[config.mk]
export PLATFORM = sky130hd
export DESIGN_NAME = instr_ping_pong_ctrl_flat
export DESIGN_NICKNAME = d
export VERILOG_FILES = /design/src/rtl/instr_ping_pong_ctrl_pkg.sv /design/src/rtl/instr_ping_pong_ctrl_if.sv /design/src/rtl/instr_bank_fsm.sv /design/src/rtl/instr_ping_pong_ctrl.sv /design/src/flat_wrapper.sv
export SDC_FILE = /design/constraint.sdc
export NUM_CORES = 1
export LEC_CHECK = 0
export CAP_MARGIN = 30
export CORE_MARGIN = 2
export CORE_UTILIZATION = 49
export CTS_CLUSTER_DIAMETER = 150
export DETAILED_ROUTE_END_ITERATION = 10
export PLACE_DENSITY_LB_ADDON = 0.08
export SLEW_MARGIN = 40
export SYNTH_ARGS = -nofsm -noshare
export SYNTH_HDL_FRONTEND = slang
export SYNTH_HIERARCHICAL = 1
export SYNTH_SLANG_ARGS = --single-unit
[constraint.sdc]
create_clock -name clk -period 11.65 [get_ports clk]
set_input_delay 1.165 -clock clk [delete_from_list [all_inputs] [get_ports clk]]
set_output_delay 1.165 -clock clk [all_outputs]
set_load 0.005 [all_outputs]
[src/rtl/instr_ping_pong_ctrl_pkg.sv]
// Shared types and configuration for the ping-pong instruction memory controller.
package instr_ping_pong_ctrl_pkg;

  localparam int unsigned SRAM_MACRO_WIDTH      = 32;
  localparam int unsigned INSTR_BUF_DEPTH       = 65536;
  localparam int unsigned INSTR_ADDR_L          = $clog2(INSTR_BUF_DEPTH);
  localparam int unsigned INSTR_MEM_RD_LATENCY  = 1;

  typedef logic [SRAM_MACRO_WIDTH-1:0] instr_t;

  typedef enum logic [1:0] {
    EMPTY = 2'd0,
    FILL  = 2'd1,
    FULL  = 2'd2,
    DRAIN = 2'd3
  } bank_state_t;

endpackage

[src/rtl/instr_ping_pong_ctrl_if.sv]
// Loader, SRAM and decoder signals of the ping-pong instruction controller.
interface instr_ping_pong_ctrl_if
  import instr_ping_pong_ctrl_pkg::*;
#(
  parameter int unsigned INSTR_W = SRAM_MACRO_WIDTH,
  parameter int unsigned ADDR_L  = INSTR_ADDR_L
);

  logic               ld_valid;
  logic [INSTR_W-1:0] ld_data;
  logic               ld_last;
  logic               ld_ready;

  logic               mem_we;
  logic               mem_wr_bank;
  logic [ADDR_L-1:0]  mem_wr_addr;
  logic [INSTR_W-1:0] mem_wr_data;
  logic               mem_rd_en;
  logic               mem_rd_bank;
  logic [ADDR_L-1:0]  mem_rd_addr;
  logic [INSTR_W-1:0] mem_rd_data;

  logic               exe_req;
  logic               exe_valid;
  logic [INSTR_W-1:0] exe_instr;
  logic               exe_last;
  logic               exe_stall;

  bank_state_t [1:0]  bank_state;

  // Controller view
  modport slave (
    input  ld_valid, ld_data, ld_last, mem_rd_data, exe_req,
    output ld_ready, mem_we, mem_wr_bank, mem_wr_addr, mem_wr_data,
           mem_rd_en, mem_rd_bank, mem_rd_addr,
           exe_valid, exe_instr, exe_last, exe_stall, bank_state
  );

  // Loader / SRAM / decoder view
  modport master (
    output ld_valid, ld_data, ld_last, mem_rd_data, exe_req,
    input  ld_ready, mem_we, mem_wr_bank, mem_wr_addr, mem_wr_data,
           mem_rd_en, mem_rd_bank, mem_rd_addr,
           exe_valid, exe_instr, exe_last, exe_stall, bank_state
  );

endinterface

[src/rtl/instr_bank_fsm.sv]
// Per-bank lifecycle EMPTY->FILL->FULL->DRAIN->EMPTY plus the block length latched on close.
module instr_bank_fsm
  import instr_ping_pong_ctrl_pkg::*;
#(
  parameter int unsigned LEN_W = INSTR_ADDR_L + 1
) (
  input  logic             clk,
  input  logic             rst,
  input  logic             wr_en,
  input  logic             wr_close,
  input  logic [LEN_W-1:0] close_len,
  input  logic             rd_en,
  input  logic             rd_last,
  output bank_state_t      state,
  output logic [LEN_W-1:0] len
);

  bank_state_t state_q, state_d;

  always_ff @(posedge clk) begin
    if (rst) begin
      state_q <= EMPTY;
      len     <= '0;
    end else begin
      state_q <= state_d;
      if (wr_en && wr_close) len <= close_len;
    end
  end

  // One-word blocks close on their first write and drain on their first read
  always_comb begin
    state_d = state_q;
    unique case (state_q)
      EMPTY: if (wr_en)    state_d = wr_close ? FULL : FILL;
      FILL:  if (wr_close) state_d = FULL;
      FULL:  if (rd_en)    state_d = rd_last ? EMPTY : DRAIN;
      DRAIN: if (rd_last)  state_d = EMPTY;
      default:             state_d = EMPTY;
    endcase
  end

  assign state = state_q;

endmodule

[src/rtl/instr_ping_pong_ctrl.sv]
// Ping-pong instruction memory controller: loads one bank while the core executes from the other.
module instr_ping_pong_ctrl
  import instr_ping_pong_ctrl_pkg::*;
#(
  parameter int unsigned INSTR_W    = SRAM_MACRO_WIDTH,
  parameter int unsigned BUF_DEPTH  = INSTR_BUF_DEPTH,
  parameter int unsigned ADDR_L     = $clog2(BUF_DEPTH),
  parameter int unsigned RD_LATENCY = INSTR_MEM_RD_LATENCY
) (
  input logic                 clk,
  input logic                 rst,
  instr_ping_pong_ctrl_if.slave bus
);

  localparam int unsigned LEN_W = ADDR_L + 1;

  if (RD_LATENCY != 1) begin : g_bad_rd_latency
    $fatal(1, "instr_ping_pong_ctrl: only RD_LATENCY=1 is supported");
  end

  bank_state_t        st  [2];
  logic [LEN_W-1:0]   len [2];
  logic               wr_ptr, rd_ptr;
  logic [ADDR_L-1:0]  wr_cnt, rd_cnt;
  logic               exe_valid_q, exe_last_q;
  logic [INSTR_W-1:0] wr_word_c, rd_word_c;

  logic             ld_ready_c, xfer_c, close_c, rd_ok_c, issue_c, issue_last_c;
  logic [LEN_W-1:0] close_len_c;

  // Load side: accept into the write bank while it is EMPTY or FILL
  assign ld_ready_c  = (st[wr_ptr] == EMPTY) || (st[wr_ptr] == FILL);
  assign xfer_c      = bus.ld_valid && ld_ready_c;
  assign close_c     = xfer_c && (bus.ld_last || (wr_cnt == ADDR_L'(BUF_DEPTH - 1)));
  assign close_len_c = {1'b0, wr_cnt} + LEN_W'(1);

  // Execute side: read from the read bank while it holds a closed block
  assign rd_ok_c      = (st[rd_ptr] == FULL) || (st[rd_ptr] == DRAIN);
  assign issue_c      = bus.exe_req && rd_ok_c;
  assign issue_last_c = issue_c && ({1'b0, rd_cnt} == (len[rd_ptr] - LEN_W'(1)));

  for (genvar b = 0; b < 2; b++) begin : g_bank
    instr_bank_fsm #(.LEN_W(LEN_W)) u_fsm (
      .clk       (clk),
      .rst       (rst),
      .wr_en     (xfer_c && (wr_ptr == 1'(b))),
      .wr_close  (close_c),
      .close_len (close_len_c),
      .rd_en     (issue_c && (rd_ptr == 1'(b))),
      .rd_last   (issue_last_c),
      .state     (st[b]),
      .len       (len[b])
    );
  end

  always_ff @(posedge clk) begin
    if (rst) begin
      wr_ptr      <= 1'b0;
      rd_ptr      <= 1'b0;
      wr_cnt      <= '0;
      rd_cnt      <= '0;
      exe_valid_q <= 1'b0;
      exe_last_q  <= 1'b0;
    end else begin
      if (close_c) begin
        wr_cnt <= '0;
        wr_ptr <= ~wr_ptr;
      end else if (xfer_c) begin
        wr_cnt <= wr_cnt + ADDR_L'(1);
      end

      if (issue_last_c) begin
        rd_cnt <= '0;
        rd_ptr <= ~rd_ptr;
      end else if (issue_c) begin
        rd_cnt <= rd_cnt + ADDR_L'(1);
      end

      exe_valid_q <= issue_c;
      exe_last_q  <= issue_last_c;
    end
  end

  assign wr_word_c = bus.ld_data;
  assign rd_word_c = bus.mem_rd_data;

  assign bus.ld_ready    = ld_ready_c;
  assign bus.mem_we      = xfer_c;
  assign bus.mem_wr_bank = wr_ptr;
  assign bus.mem_wr_addr = wr_cnt;
  assign bus.mem_wr_data = wr_word_c;
  assign bus.mem_rd_en   = issue_c;
  assign bus.mem_rd_bank = rd_ptr;
  assign bus.mem_rd_addr = rd_cnt;
  assign bus.exe_valid   = exe_valid_q;
  assign bus.exe_instr   = rd_word_c;
  assign bus.exe_last    = exe_last_q;
  assign bus.exe_stall   = bus.exe_req && !rd_ok_c;
  assign bus.bank_state  = {st[1], st[0]};

endmodule

[src/flat_wrapper.sv]
// flat-port wrapper written by rule: the top's interface ports become plain ports
module instr_ping_pong_ctrl_flat import instr_ping_pong_ctrl_pkg::*;
#(
  parameter int unsigned INSTR_W    = SRAM_MACRO_WIDTH,
  parameter int unsigned BUF_DEPTH  = INSTR_BUF_DEPTH,
  parameter int unsigned ADDR_L     = $clog2(BUF_DEPTH),
  parameter int unsigned RD_LATENCY = INSTR_MEM_RD_LATENCY
)
  (clk, rst, bus_ld_valid, bus_ld_data, bus_ld_last, bus_mem_rd_data, bus_exe_req, bus_ld_ready, bus_mem_we, bus_mem_wr_bank, bus_mem_wr_addr, bus_mem_wr_data, bus_mem_rd_en, bus_mem_rd_bank, bus_mem_rd_addr, bus_exe_valid, bus_exe_instr, bus_exe_last, bus_exe_stall, bus_bank_state);
  instr_ping_pong_ctrl_if #(.INSTR_W(INSTR_W), .ADDR_L(ADDR_L)) bus_i ();
  input logic clk;
  input logic rst;
  input wire logic [$bits(bus_i.ld_valid)-1:0] bus_ld_valid;
  input wire logic [$bits(bus_i.ld_data)-1:0] bus_ld_data;
  input wire logic [$bits(bus_i.ld_last)-1:0] bus_ld_last;
  input wire logic [$bits(bus_i.mem_rd_data)-1:0] bus_mem_rd_data;
  input wire logic [$bits(bus_i.exe_req)-1:0] bus_exe_req;
  output wire logic [$bits(bus_i.ld_ready)-1:0] bus_ld_ready;
  output wire logic [$bits(bus_i.mem_we)-1:0] bus_mem_we;
  output wire logic [$bits(bus_i.mem_wr_bank)-1:0] bus_mem_wr_bank;
  output wire logic [$bits(bus_i.mem_wr_addr)-1:0] bus_mem_wr_addr;
  output wire logic [$bits(bus_i.mem_wr_data)-1:0] bus_mem_wr_data;
  output wire logic [$bits(bus_i.mem_rd_en)-1:0] bus_mem_rd_en;
  output wire logic [$bits(bus_i.mem_rd_bank)-1:0] bus_mem_rd_bank;
  output wire logic [$bits(bus_i.mem_rd_addr)-1:0] bus_mem_rd_addr;
  output wire logic [$bits(bus_i.exe_valid)-1:0] bus_exe_valid;
  output wire logic [$bits(bus_i.exe_instr)-1:0] bus_exe_instr;
  output wire logic [$bits(bus_i.exe_last)-1:0] bus_exe_last;
  output wire logic [$bits(bus_i.exe_stall)-1:0] bus_exe_stall;
  output wire logic [$bits(bus_i.bank_state)-1:0] bus_bank_state;
  assign bus_i.ld_valid = bus_ld_valid;
  assign bus_i.ld_data = bus_ld_data;
  assign bus_i.ld_last = bus_ld_last;
  assign bus_i.mem_rd_data = bus_mem_rd_data;
  assign bus_i.exe_req = bus_exe_req;
  assign bus_ld_ready = bus_i.ld_ready;
  assign bus_mem_we = bus_i.mem_we;
  assign bus_mem_wr_bank = bus_i.mem_wr_bank;
  assign bus_mem_wr_addr = bus_i.mem_wr_addr;
  assign bus_mem_wr_data = bus_i.mem_wr_data;
  assign bus_mem_rd_en = bus_i.mem_rd_en;
  assign bus_mem_rd_bank = bus_i.mem_rd_bank;
  assign bus_mem_rd_addr = bus_i.mem_rd_addr;
  assign bus_exe_valid = bus_i.exe_valid;
  assign bus_exe_instr = bus_i.exe_instr;
  assign bus_exe_last = bus_i.exe_last;
  assign bus_exe_stall = bus_i.exe_stall;
  assign bus_bank_state = bus_i.bank_state;
  instr_ping_pong_ctrl #(.INSTR_W(INSTR_W), .BUF_DEPTH(BUF_DEPTH), .ADDR_L(ADDR_L), .RD_LATENCY(RD_LATENCY)) u_core (.clk(clk), .rst(rst), .bus(bus_i));
endmodule
After elaboration in Yosys (flattened, before gate mapping)
Cells that the tools add are included.

cells by class
  add/subtract/negate cells = 4
  order comparisons = 2
  equal/unequal tests = 19
  muxes and demuxes = 19
  bitwise operators = 4
  reductions and logical operators = 22

operators by type and width
  operator                                                count
  two-way mux 17 bit                                      3
  adder 16 x 1 -> 16 bit (second input constant)          2
  two-way mux 2 bit                                       14
  adder 16 x 1 -> 17 bit (second input constant)          1
  == test 16 x 17 -> 1 bit                                1
  subtractor 17 x 1 -> 17 bit (second input constant)     1
  == test 16 bit (second input constant)                  1
  one-hot mux 2 bit (4 select lines)                      2
  == test 2 bit (second input constant)                   6
  inequality test 2 bit (second input constant)           6
  logical AND 1 bit                                       11
  AND reduction 4 bit                                     2
  == test 2 x 1 -> 1 bit (second input constant)          3
  logical NOT 2 bit                                       3
  >= comparator 2 bit (second input constant)             2
  inequality test 2 x 1 -> 1 bit (second input constant)  2
  inverter 1 -> 2 bit                                     2
  OR reduction 2 bit                                      2
  logical OR 1 bit                                        3
  inverter 1 bit                                          2
  logical NOT 1 bit                                       1

word-level totals
  bits in registers = 74
  word-level logic and storage cells = 80

Depth between registers and ports, before layout
Gate-level depths: netlist of the first run.

  depth after elaboration = 11
  gate-level depth with buffers = 14

By module
Netlist of the first run, hierarchy kept.

modules (own cells, without submodules)
  module                instances  cells an instance  area each (um2)
  instr_ping_pong_ctrl  1          398                3208.1
  instr_bank_fsm        2          88                 883.3

Least setup slack after synthesis of the first run
Ideal clock, no wire load.

  kind = flip-flop to flip-flop
  start point = reg u_core.rd_ptr, in the netlist u_core/bus.mem_rd_bank
  end point = reg u_core.g_bank[0].u_fsm.state_q[0]
  library setup time = 123 ps
  arrival time = 3693 ps
  data required time = 11527 ps
  setup slack = 7835 ps
  stages on the path, launching flop included = 15
  path buffers = 3
  period minus slack after synthesis = 3815 ps
  cells stage by stage = dfxtp_1 > buf_6 > buf_4 > buf_2 > mux2i_1 > ha_1 > nor4b_4 > o21ai_2 > or4_1 > a211o_1 > a32o_1 > or2_2 > nor3_1 > mux2_2 > a211oi_2

between the ends
  cells in the longest elaborated chain, start to end = 11
  elaborated cells between the ends (all ways) = 22
  classes of those cells = add/sub: 1; eq/ne: 5; mux: 9; bitwise: 2; reduce/logical: 5

ends and longest elaborated chain
  element                                                              RTL line                                                RTL
  from (decl)                                                          instr_ping_pong_ctrl.sv:23                              logic wr_ptr, rd_ptr;
  from (signal assigned)                                               instr_ping_pong_ctrl.sv:74                              rd_ptr <= ~rd_ptr;
  inverter 1 -> 2 bit (implied by the code) *                          instr_ping_pong_ctrl.sv:38, instr_ping_pong_ctrl.sv:40
  branches (longest 6 deep; another with subtractor 17 x 1 -> 17 bit)  -
  logical AND 1 bit *                                                  instr_ping_pong_ctrl.sv:40                              assign issue_last_c = issue_c && ({1'b0, rd_cnt} == (len[rd_ptr] - LEN_W'(1)));
  named net u_core.issue_last_c                                        instr_ping_pong_ctrl.sv:28                              logic ld_ready_c, xfer_c, close_c, rd_ok_c, issue_c, issue_last_c;
  two-way mux 2 bit (2 in series)                                      instr_bank_fsm.sv:36                                    FULL: if (rd_en) state_d = rd_last ? EMPTY : DRAIN;
  one-hot mux 2 bit (4 select lines)                                   instr_bank_fsm.sv:33                                    unique case (state_q)
  to (signal assigned)                                                 instr_bank_fsm.sv:25                                    state_q <= state_d;
  to (decl)                                                            instr_bank_fsm.sv:18                                    bank_state_t state_q, state_d;

Mark *: on every way through the listed nets, which the timed path passes. The select of a mux whose other input is x is not followed.
A chain may end at the register's enable or synchronous reset.

Final worst setup path of the first run
  start point = in bus_exe_req
  end point = out bus_mem_rd_en

between the ends
  cells in the longest elaborated chain, start to end = 1

ends and longest elaborated chain
  element            RTL line                    RTL
  from (decl)        flat_wrapper.sv:17          input wire logic [$bits(bus_i.exe_req)-1:0] bus_exe_req;
  logical AND 1 bit  instr_ping_pong_ctrl.sv:39  assign issue_c = bus.exe_req && rd_ok_c;
  to (decl)          flat_wrapper.sv:23          output wire logic [$bits(bus_i.mem_rd_en)-1:0] bus_mem_rd_en;

No other way between the ends.

==> impl_metrics.py, run 1 <==
metrics = {
    "outcome": {
        "status": "completed",
    },
    "final_layout": {
        "final_cell_area_um2": 5140,
        "multi_input_area_um2": 2740,
        "fill_cells": 963,
        "sequential_standard_cell_area_um2": 1490,
        "finish.utilization_pct": 52.3,
        "layout-drive-gt1-share_pct": 10.1,
        "area_delta_synth_final_pct": 3.32,
        "final_nets": 611,
        "final-instance-count-excl-fill": 677,
        "insertedDiodeCount": 0,
    },
    "drt": {
        "wl_cell_um": 15.4,
        "drt_drc_violations_left": 0,
        "dr.pass1.iters": 4,
        "drt_iter0_markers": 154,
        "vias_per_cell": 5.46,
        "routed_wl_um": 10400,
        "dr_total_vias": 3697,
        "drt.antenna.violating_nets": 0,
    },
    "synthesis": {
        "synth_top_flop_cell": "sky130_fd_sc_hd__dfxtp_1",
        "synth.ff_latch_count": 74,
        "postSynth.asyncResetShare_pct": 0,
        "synth.net_count": 646,
        "synthCells": 574,
        "post_synth_edffs": 0,
        "synth_area_per_cell_um2": 8.67,
        "yosys_warnings": 6,
        "synthesis.area_um2": 4970,
        "ys_seq_area_share_pct": 29.8,
        "synth.lib_cells_used.distinct": 57,
    },
    "worst_hold_path": {
        "worst_hold_endpoint": "u_core/g_bank[0].u_fsm/state[0]",
        "worstHoldStart": "u_core/g_bank[0].u_fsm/state[0]",
        "worstHoldPathCells": 2,
        "worst_hold_path_type": "reg2reg",
    },
    "worst_setup_path": {
        "r2r_setup_slack_ns": 7.64,
        "timing.setup.critical_path_class": "in2out",
        "critical_path_end_type": "output port",
        "cp_num_buf_inv": 2,
        "timing.critical_path.arrival_ns": 2.92,
        "reg2reg_depth": 11,
        "critical_path.top_delay_family": "buffers and inverters",
        "crit_reg_reg_startpoint": "u_core/bus.mem_rd_bank",
        "timing.rr.end": "u_core/g_bank[1].u_fsm/state[0]",
        "worstPathCellList": "clkdlybuf4s50_1, nor2b_1, clkdlybuf4s50_1",
        "cp_slowest_stage_delay_ns": 0.63,
        "startpoint_kind_of_the_worst_setup_timing_path": "input pin",
        "timing.critical_path.required_ns": 10.49,
        "maximum_net_fanout_on_the_critical_path": 8,
        "most_common_cell_on_crit_path": "sky130_fd_sc_hd__clkdlybuf4s50_1",
        "crit_slowest_cell": "sky130_fd_sc_hd__clkdlybuf4s50_1",
    },
    "floorplan": {
        "floorplan.initialDensity_pct": 50.7,
        "coreArea_um2": 9820,
        "die_area_um2": 11000,
        "floorplan.rows": 36,
        "die_extent_in_y_um": 105,
        "die_width_um": 105,
        "design.portCount": 177,
    },
    "placement": {
        "final_weighted_congestion_in_routability_driven_placement": 0.800,
        "port_buffers": 48,
        "detailed_place.area_um2": 4930,
        "dpl.hpwl_um": 7150,
        "place_inst": 660,
    },
    "clock_network": {
        "clk_transition_reported_paths_ns": 0.08,
        "cts_buffers": 9,
        "cts_post_setup_buffers_inserted": 0,
        "ctsHoldBuffers": 0,
        "max-clock-path-buffers": 2,
        "clk_latency_ns": 0.35,
        "clock_tree.htree_level_count": 3,
        "clk_root_buffer_cell": "sky130_fd_sc_hd__clkbuf_8",
        "tritoncts": "yes",
        "cts_num_sinks": 74,
        "ctsResizeCount": 0,
    },
    "grt": {
        "first_global_vias": 3554,
        "grt_max_degree": 75,
        "grtUsageMet3_pct": 5.43,
        "globalRoute.totalOverflow": 0,
        "gr-usage-met2_pct": 28.9,
        "antenna_found_initial": 0,
        "grt_most_used_layer": "met2",
        "grt_pass1_wl_um": 17700,
        "groute.usage.overall_pct": 19.5,
        "grtUsageMet1_pct": 26.8,
    },
    "sta": {
        "relSlewSlack_pct": 52.2,
        "timing.setup.tns_ns": 0,
        "timing.final.crit_period_ns": 4.09,
        "rsz0062_at_grt": "no",
        "slew_viol_final": 0,
        "timing_worst_slew_pin_value_ns": 0.717,
        "maxClockFrequency_ghz": 0.245,
        "final-hold-violation-count": 0,
        "worst_clock_skew_ns": 0.00794,
        "post-route-period-util_pct": 35.1,
        "setup_viol": 0,
    },
    "power": {
        "clock_power_share_pct": 39.8,
        "power.switching_fraction_pct": 26.0,
        "cellInternalPower_uw": 378,
        "power_switching_uw": 133,
        "leakage_dissipation_nw": 1.78,
        "cellPowerDensity_nw_per_um2": 99.5,
        "seqPwrFrac_pct": 50.7,
        "power_frac_comb_pct": 9.5,
        "vdd_ir_drop_max_v": 0.0000640,
    },
    "run": {
        "timing.max_cap.violations": 0,
    },
}
==> power groups by stage <==
| stage | Sequential, mW | Combinational [mW] | Clock [mW] |
|---|---|---|---|
| 3_5_place_dp | 0.266 | 0.0485 | 0 |
| 4_1_cts | 0.260 | 0.0488 | 0.211 |
| 2_1_floorplan | 0.264 | 0.0558 | 0 |
| 5_1_grt | 0.260 | 0.0535 | 0.220 |
| 3_3_place_gp | 0.265 | 0.0479 | 0 |
| 6_report | 0.259 | 0.0487 | 0.204 |
==> worst max path at each step <==
stage          depth (start not counted)                              end                    from
2_1_floorplan                         14  u_core/g_bank[0].u_fsm/state[0]  u_core/bus.mem_rd_bank
3_3_place_gp                          11  u_core/g_bank[0].u_fsm/state[0]  u_core/bus.mem_rd_bank
3_5_place_dp                          11  u_core/g_bank[0].u_fsm/state[0]  u_core/bus.mem_rd_bank
4_1_cts                               11  u_core/g_bank[0].u_fsm/state[0]  u_core/bus.mem_rd_bank
5_1_grt                               11  u_core/g_bank[1].u_fsm/state[0]  u_core/bus.mem_rd_bank
6_report                               3                    bus_mem_rd_en             bus_exe_req
==> cell usage after synthesis, types with 3 or more instances <==
library cell | number | area share (%)
sky130_fd_sc_hd__nand2_1 | 28 | 2.1
sky130_fd_sc_hd__buf_6 | 13 | 2.9
sky130_fd_sc_hd__a21oi_2 | 4 | 0.70
sky130_fd_sc_hd__dfxtp_1 | 74 | 30
sky130_fd_sc_hd__xor2_1 | 35 | 6.2
sky130_fd_sc_hd__a21oi_1 | 33 | 3.3
sky130_fd_sc_hd__o21a_1 | 5 | 0.75
sky130_fd_sc_hd__a21bo_2 | 10 | 2.0
sky130_fd_sc_hd__nor2_1 | 53 | 4.0
sky130_fd_sc_hd__buf_2 | 10 | 1.0
sky130_fd_sc_hd__o21ai_2 | 3 | 0.53
sky130_fd_sc_hd__mux2i_1 | 23 | 4.6
sky130_fd_sc_hd__a211oi_1 | 3 | 0.45
sky130_fd_sc_hd__nor2b_1 | 3 | 0.38
sky130_fd_sc_hd__or2_2 | 4 | 0.50
sky130_fd_sc_hd__nor3_1 | 17 | 1.7
sky130_fd_sc_hd__inv_1 | 8 | 0.60
sky130_fd_sc_hd__buf_4 | 65 | 9.8
sky130_fd_sc_hd__nor4_1 | 8 | 1.0
sky130_fd_sc_hd__xnor2_1 | 30 | 5.3
sky130_fd_sc_hd__a21bo_1 | 24 | 4.8
sky130_fd_sc_hd__mux2_2 | 4 | 0.91
sky130_fd_sc_hd__nand3_1 | 44 | 4.4
sky130_fd_sc_hd__and2_1 | 7 | 0.88
sky130_fd_sc_hd__nand4_1 | 9 | 1.1
sky130_fd_sc_hd__clkbuf_1 | 11 | 0.83
sky130_fd_sc_hd__ha_1 | 3 | 0.75
sky130_fd_sc_hd__nand3b_1 | 3 | 0.45
==> routing by layer <==
metal  share of wire (%)  routed length [um]  vias up
met4                 2.3                 239        0
met5                   0                   0        -
met1                  50                5150     1715
met3                 5.7                 594       25
li1                    -                   -     1852
met2                  42                4410      105
==> metrics by stage <==
step           hold WS (ns)  total power [mW]  worst slack (ns)
3_5_place_dp          0.525             0.314              7.38
4_1_cts               0.545             0.519              7.37
2_1_floorplan         0.494             0.320              7.83
3_3_place_gp          0.513             0.313              7.53
5_1_grt               0.567             0.534              7.39
6_report              0.533             0.512              7.56
==> logic make-up after synthesis <==
kind of cell	Yosys count	share of synthesized area, %
flip-flops	74	29.8
XOR/XNOR	65	11.4
buffers and inverters	107	15.2
multiplexers	28	5.76
AND/OR/NAND/NOR	196	20.8
AO/OA/AOI/OAI	101	16.2
adder cells (fa/ha/maj)	3	0.755
==> cell usage in the layout (no fill, tap or decap), types with 3 or more instances in the layout <==
master	n
sky130_fd_sc_hd__a21oi_1	33
sky130_fd_sc_hd__nor3_1	17
sky130_fd_sc_hd__a21oi_2	4
sky130_fd_sc_hd__xnor2_1	30
sky130_fd_sc_hd__nand3_1	44
sky130_fd_sc_hd__o21a_1	4
sky130_fd_sc_hd__buf_4	5
sky130_fd_sc_hd__or2_2	4
sky130_fd_sc_hd__mux2_2	4
sky130_fd_sc_hd__a21bo_2	10
sky130_fd_sc_hd__nand2_1	28
sky130_fd_sc_hd__nor4_1	8
sky130_fd_sc_hd__nor2_1	53
sky130_fd_sc_hd__inv_1	8
sky130_fd_sc_hd__nor2b_1	3
sky130_fd_sc_hd__clkdlybuf4s50_1	48
sky130_fd_sc_hd__xor2_1	35
sky130_fd_sc_hd__a211oi_1	3
sky130_fd_sc_hd__dfxtp_1	73
sky130_fd_sc_hd__nand4_1	9
sky130_fd_sc_hd__a21bo_1	24
sky130_fd_sc_hd__mux2i_1	23
sky130_fd_sc_hd__nand3b_1	3
sky130_fd_sc_hd__ha_1	3
sky130_fd_sc_hd__o21ai_2	3
sky130_fd_sc_hd__clkbuf_8	10
sky130_fd_sc_hd__and2_1	7
==> registers in the layout, summed over array words and instances (netlist names) <==
signal and cells:
u_core/bus.mem_wr_addr 16, u_core/bus.mem_wr_bank 1, u_core/bus.exe_last 1, u_core/g_bank.u_fsm/len 34
u_core/bus.mem_rd_bank 1, u_core/bus.mem_rd_addr 16, u_core/g_bank.u_fsm/state 4, u_core/bus.exe_valid 1
==> worst min-delay path, stage by stage (launching register included) <==
cell                       delay, ns
sky130_fd_sc_hd__dfxtp_1        0.36
sky130_fd_sc_hd__inv_1          0.08
sky130_fd_sc_hd__a211oi_2       0.05
==> area by class of cell <==
type	instances	share of cell area [%]
multi-input combinational	393	53.4
sequential	74	28.9
tap	133	3.24
clock buffer	12	2.82
inverter	8	0.584
clock inverter	4	0.998
timing repair buffer	53	10.1
Note: power is estimated with default switching activity, not from simulation.
==> run 2, diff against run 1 <==
CORE_UTILIZATION = 41   (was 49)
clock period = 3.35 ns   (was 11.65 ns; I/O delays follow)
==> run 2 against run 1 <==
Compared with the run above:
- routed wire length increased by 6.8%
- non-clock buffer count rose by 21
- die area grew 19%
==> impl_metrics.py, run 2 (synthesized netlist as in run 1, its figures left out) <==
metrics = {
    "outcome": {
        "status": "completed",
    },
    "drt": {
        "drt.antenna.violating_nets": 0,
        "drt_iter0_markers": 166,
        "wl_cell_um": 15.6,
        "dr_total_vias": 3758,
        "dr.pass1.iters": 4,
        "drt_drc_violations_left": 0,
        "vias_per_cell": 5.28,
        "routed_wl_um": 11100,
    },
    "floorplan": {
        "floorplan.rows": 40,
        "die_extent_in_y_um": 114,
        "coreArea_um2": 11900,
        "die_width_um": 114,
        "floorplan.initialDensity_pct": 41.8,
        "die_area_um2": 13000,
        "design.portCount": 177,
    },
    "worst_setup_path": {
        "critical_path_end_type": "flip-flop",
        "cp_slowest_stage_delay_ns": 0.52,
        "crit_slowest_cell": "sky130_fd_sc_hd__or4_1",
        "worstPathCellList": "mux2i_2, ha_2, nor4b_4, o21ai_4, or4_1, a211o_1, a32o_2, or4_1, mux2_1",
        "timing.rr.end": "u_core/bus.mem_rd_bank",
        "most_common_cell_on_crit_path": "sky130_fd_sc_hd__or4_1",
        "r2r_setup_slack_ns": 0.16,
        "timing.critical_path.required_ns": 3.57,
        "maximum_net_fanout_on_the_critical_path": 6,
        "critical_path.top_delay_family": "simple AND/OR/NAND/NOR gates",
        "cp_num_cells": 9,
        "crit_reg_reg_startpoint": "u_core/bus.mem_rd_bank",
        "reg2reg_depth": 9,
        "timing.setup.critical_path_class": "reg2reg",
        "cp_num_buf_inv": 0,
        "startpoint_kind_of_the_worst_setup_timing_path": "flip-flop",
        "timing.critical_path.arrival_ns": 3.42,
    },
    "clock_network": {
        "cts_num_sinks": 74,
        "max-clock-path-buffers": 2,
        "tritoncts": "yes",
        "clk_latency_ns": 0.34,
        "cts_buffers": 9,
        "clk_root_buffer_cell": "sky130_fd_sc_hd__clkbuf_16",
        "ctsHoldBuffers": 0,
        "clk_transition_reported_paths_ns": 0.06,
        "clock_tree.htree_level_count": 3,
    },
    "sta": {
        "rsz0062_at_grt": "no",
        "worst_clock_skew_ns": 0.00850,
        "maxClockFrequency_ghz": 0.313,
        "timing_worst_slew_pin_value_ns": 0.572,
        "post-route-period-util_pct": 95.3,
        "timing.final.crit_period_ns": 3.19,
        "relSlewSlack_pct": 61.5,
        "slew_viol_final": 0,
        "final-hold-violation-count": 0,
        "final.setup.worst_slack_ns": 0.159,
        "setup_viol": 0,
    },
    "placement": {
        "detailedPlace.worstSlack_ns": 0.115,
        "final_weighted_congestion_in_routability_driven_placement": 0.800,
        "place_inst": 694,
        "dpl.hpwl_um": 7840,
        "port_buffers": 48,
        "detailed_place.area_um2": 5160,
    },
    "power": {
        "vdd_ir_drop_max_v": 0.000235,
        "cellPowerDensity_nw_per_um2": 387,
        "leakage_dissipation_nw": 1.96,
    },
    "worst_hold_path": {
        "worstHoldStart": "u_core/bus.mem_wr_addr[1]",
        "worst_hold_path_type": "reg2reg",
        "worstHoldPathCells": 2,
        "worst_hold_endpoint": "u_core/bus.mem_wr_addr[1]",
    },
    "grt": {
        "grt_pass1_wl_um": 18500,
        "globalRoute.totalOverflow": 0,
        "antenna_found_initial": 0,
        "grt_max_degree": 74,
        "groute.usage.overall_pct": 17.8,
        "first_global_vias": 3605,
    },
    "final_layout": {
        "regMostFlops": "u_core/g_bank.u_fsm/len",
        "final_nets": 632,
        "layout.cells.most_common": "sky130_fd_sc_hd__dfxtp_1",
        "most-common-layout-cells": "73 x sky130_fd_sc_hd__dfxtp_1, 53 x sky130_fd_sc_hd__nor2_1, 48 x sky130_fd_sc_hd__clkdlybuf4s50_1",
        "insertedDiodeCount": 0,
        "layout-drive-gt1-share_pct": 14.5,
        "final_cell_area_um2": 5510,
        "largest_register_ffs": 34,
        "final-instance-count-excl-fill": 712,
        "area_delta_synth_final_pct": 10.7,
        "finish.utilization_pct": 46.2,
    },
    "run": {
        "timing.max_cap.violations": 0,
    },
}
==> run 2: cell count changes in the layout (fill, tap and decap cells not counted), sizes merged <==
cell | before | now
clkbuf | 12 | 10
bufinv | 1 | 2
inv | 8 | 9
buf | 5 | 26
==> run 2: routing by layer <==
metal / vias up / track usage (%) / routed length [um]
met1: 1743 / 25.3 / 5710
met2: 90 / 26.0 / 4820
met3: 24 / 4.39 / 445
met5: - / 0 / 0
met4: 0 / 6.42 / 133
li1: 1901 / - / -
==> run 2: power breakdown <==
part / leakage [nW] / switching, mW / total (mW) / internal (mW)
clock network: 0.153 / 0.387 / 1.04 / 0.655
logic: 1.21 / 0.113 / 0.192 / 0.0799
registers: 0.598 / 0.0114 / 0.900 / 0.888
==> run 2: area by class of cell <==
cell class | instances | area [um2]
Clock buffer | 10 | 229
Timing Repair Buffer | 74 | 701
Multi-Input combinational cell | 393 | 2790
Tap cell | 147 | 184
Clock inverter | 6 | 90.1
Fill cell | 1208 | 6410
Inverter | 8 | 30.0
Sequential cell | 74 | 1490
==> run 2: worst reg2reg max path, delay by kind of cell, from the launching register on <==
family / cells / cell delay, ns
AOI/OAI and AO/OA: 3 / 0.66
adders and majority gates: 1 / 0.23
DFF: 1 / 0.38
muxes: 2 / 0.56
and+or+nand+nor: 3 / 1.24
==> run 2: worst max path at each step <==
stage                           start                         endpoint
3_5_place_dp   u_core/bus.mem_rd_bank  u_core/g_bank[0].u_fsm/state[0]
4_1_cts        u_core/bus.mem_rd_bank  u_core/g_bank[0].u_fsm/state[0]
3_3_place_gp   u_core/bus.mem_rd_bank  u_core/g_bank[0].u_fsm/state[0]
5_1_grt        u_core/bus.mem_rd_bank  u_core/g_bank[0].u_fsm/state[0]
2_1_floorplan  u_core/bus.mem_rd_bank           u_core/bus.mem_rd_bank
6_report       u_core/bus.mem_rd_bank           u_core/bus.mem_rd_bank
==> run 2: timing repair <==
item | in CTS | in global routing
setup endpoints to repair | 0 | 4
gates resized for setup | 0 | 4
buffers inserted | 0 | 2
==> run 2: stage by stage <==
step                      hold WS, ns  total power, mW  TNS (ns)
final                           0.522             2.13         0
after global routing            0.557             2.23         0
after CTS                       0.524             2.16         0
after detailed placement        0.512             1.11         0
after global placement          0.506             1.11         0
after floorplan                 0.407             1.12    -0.909
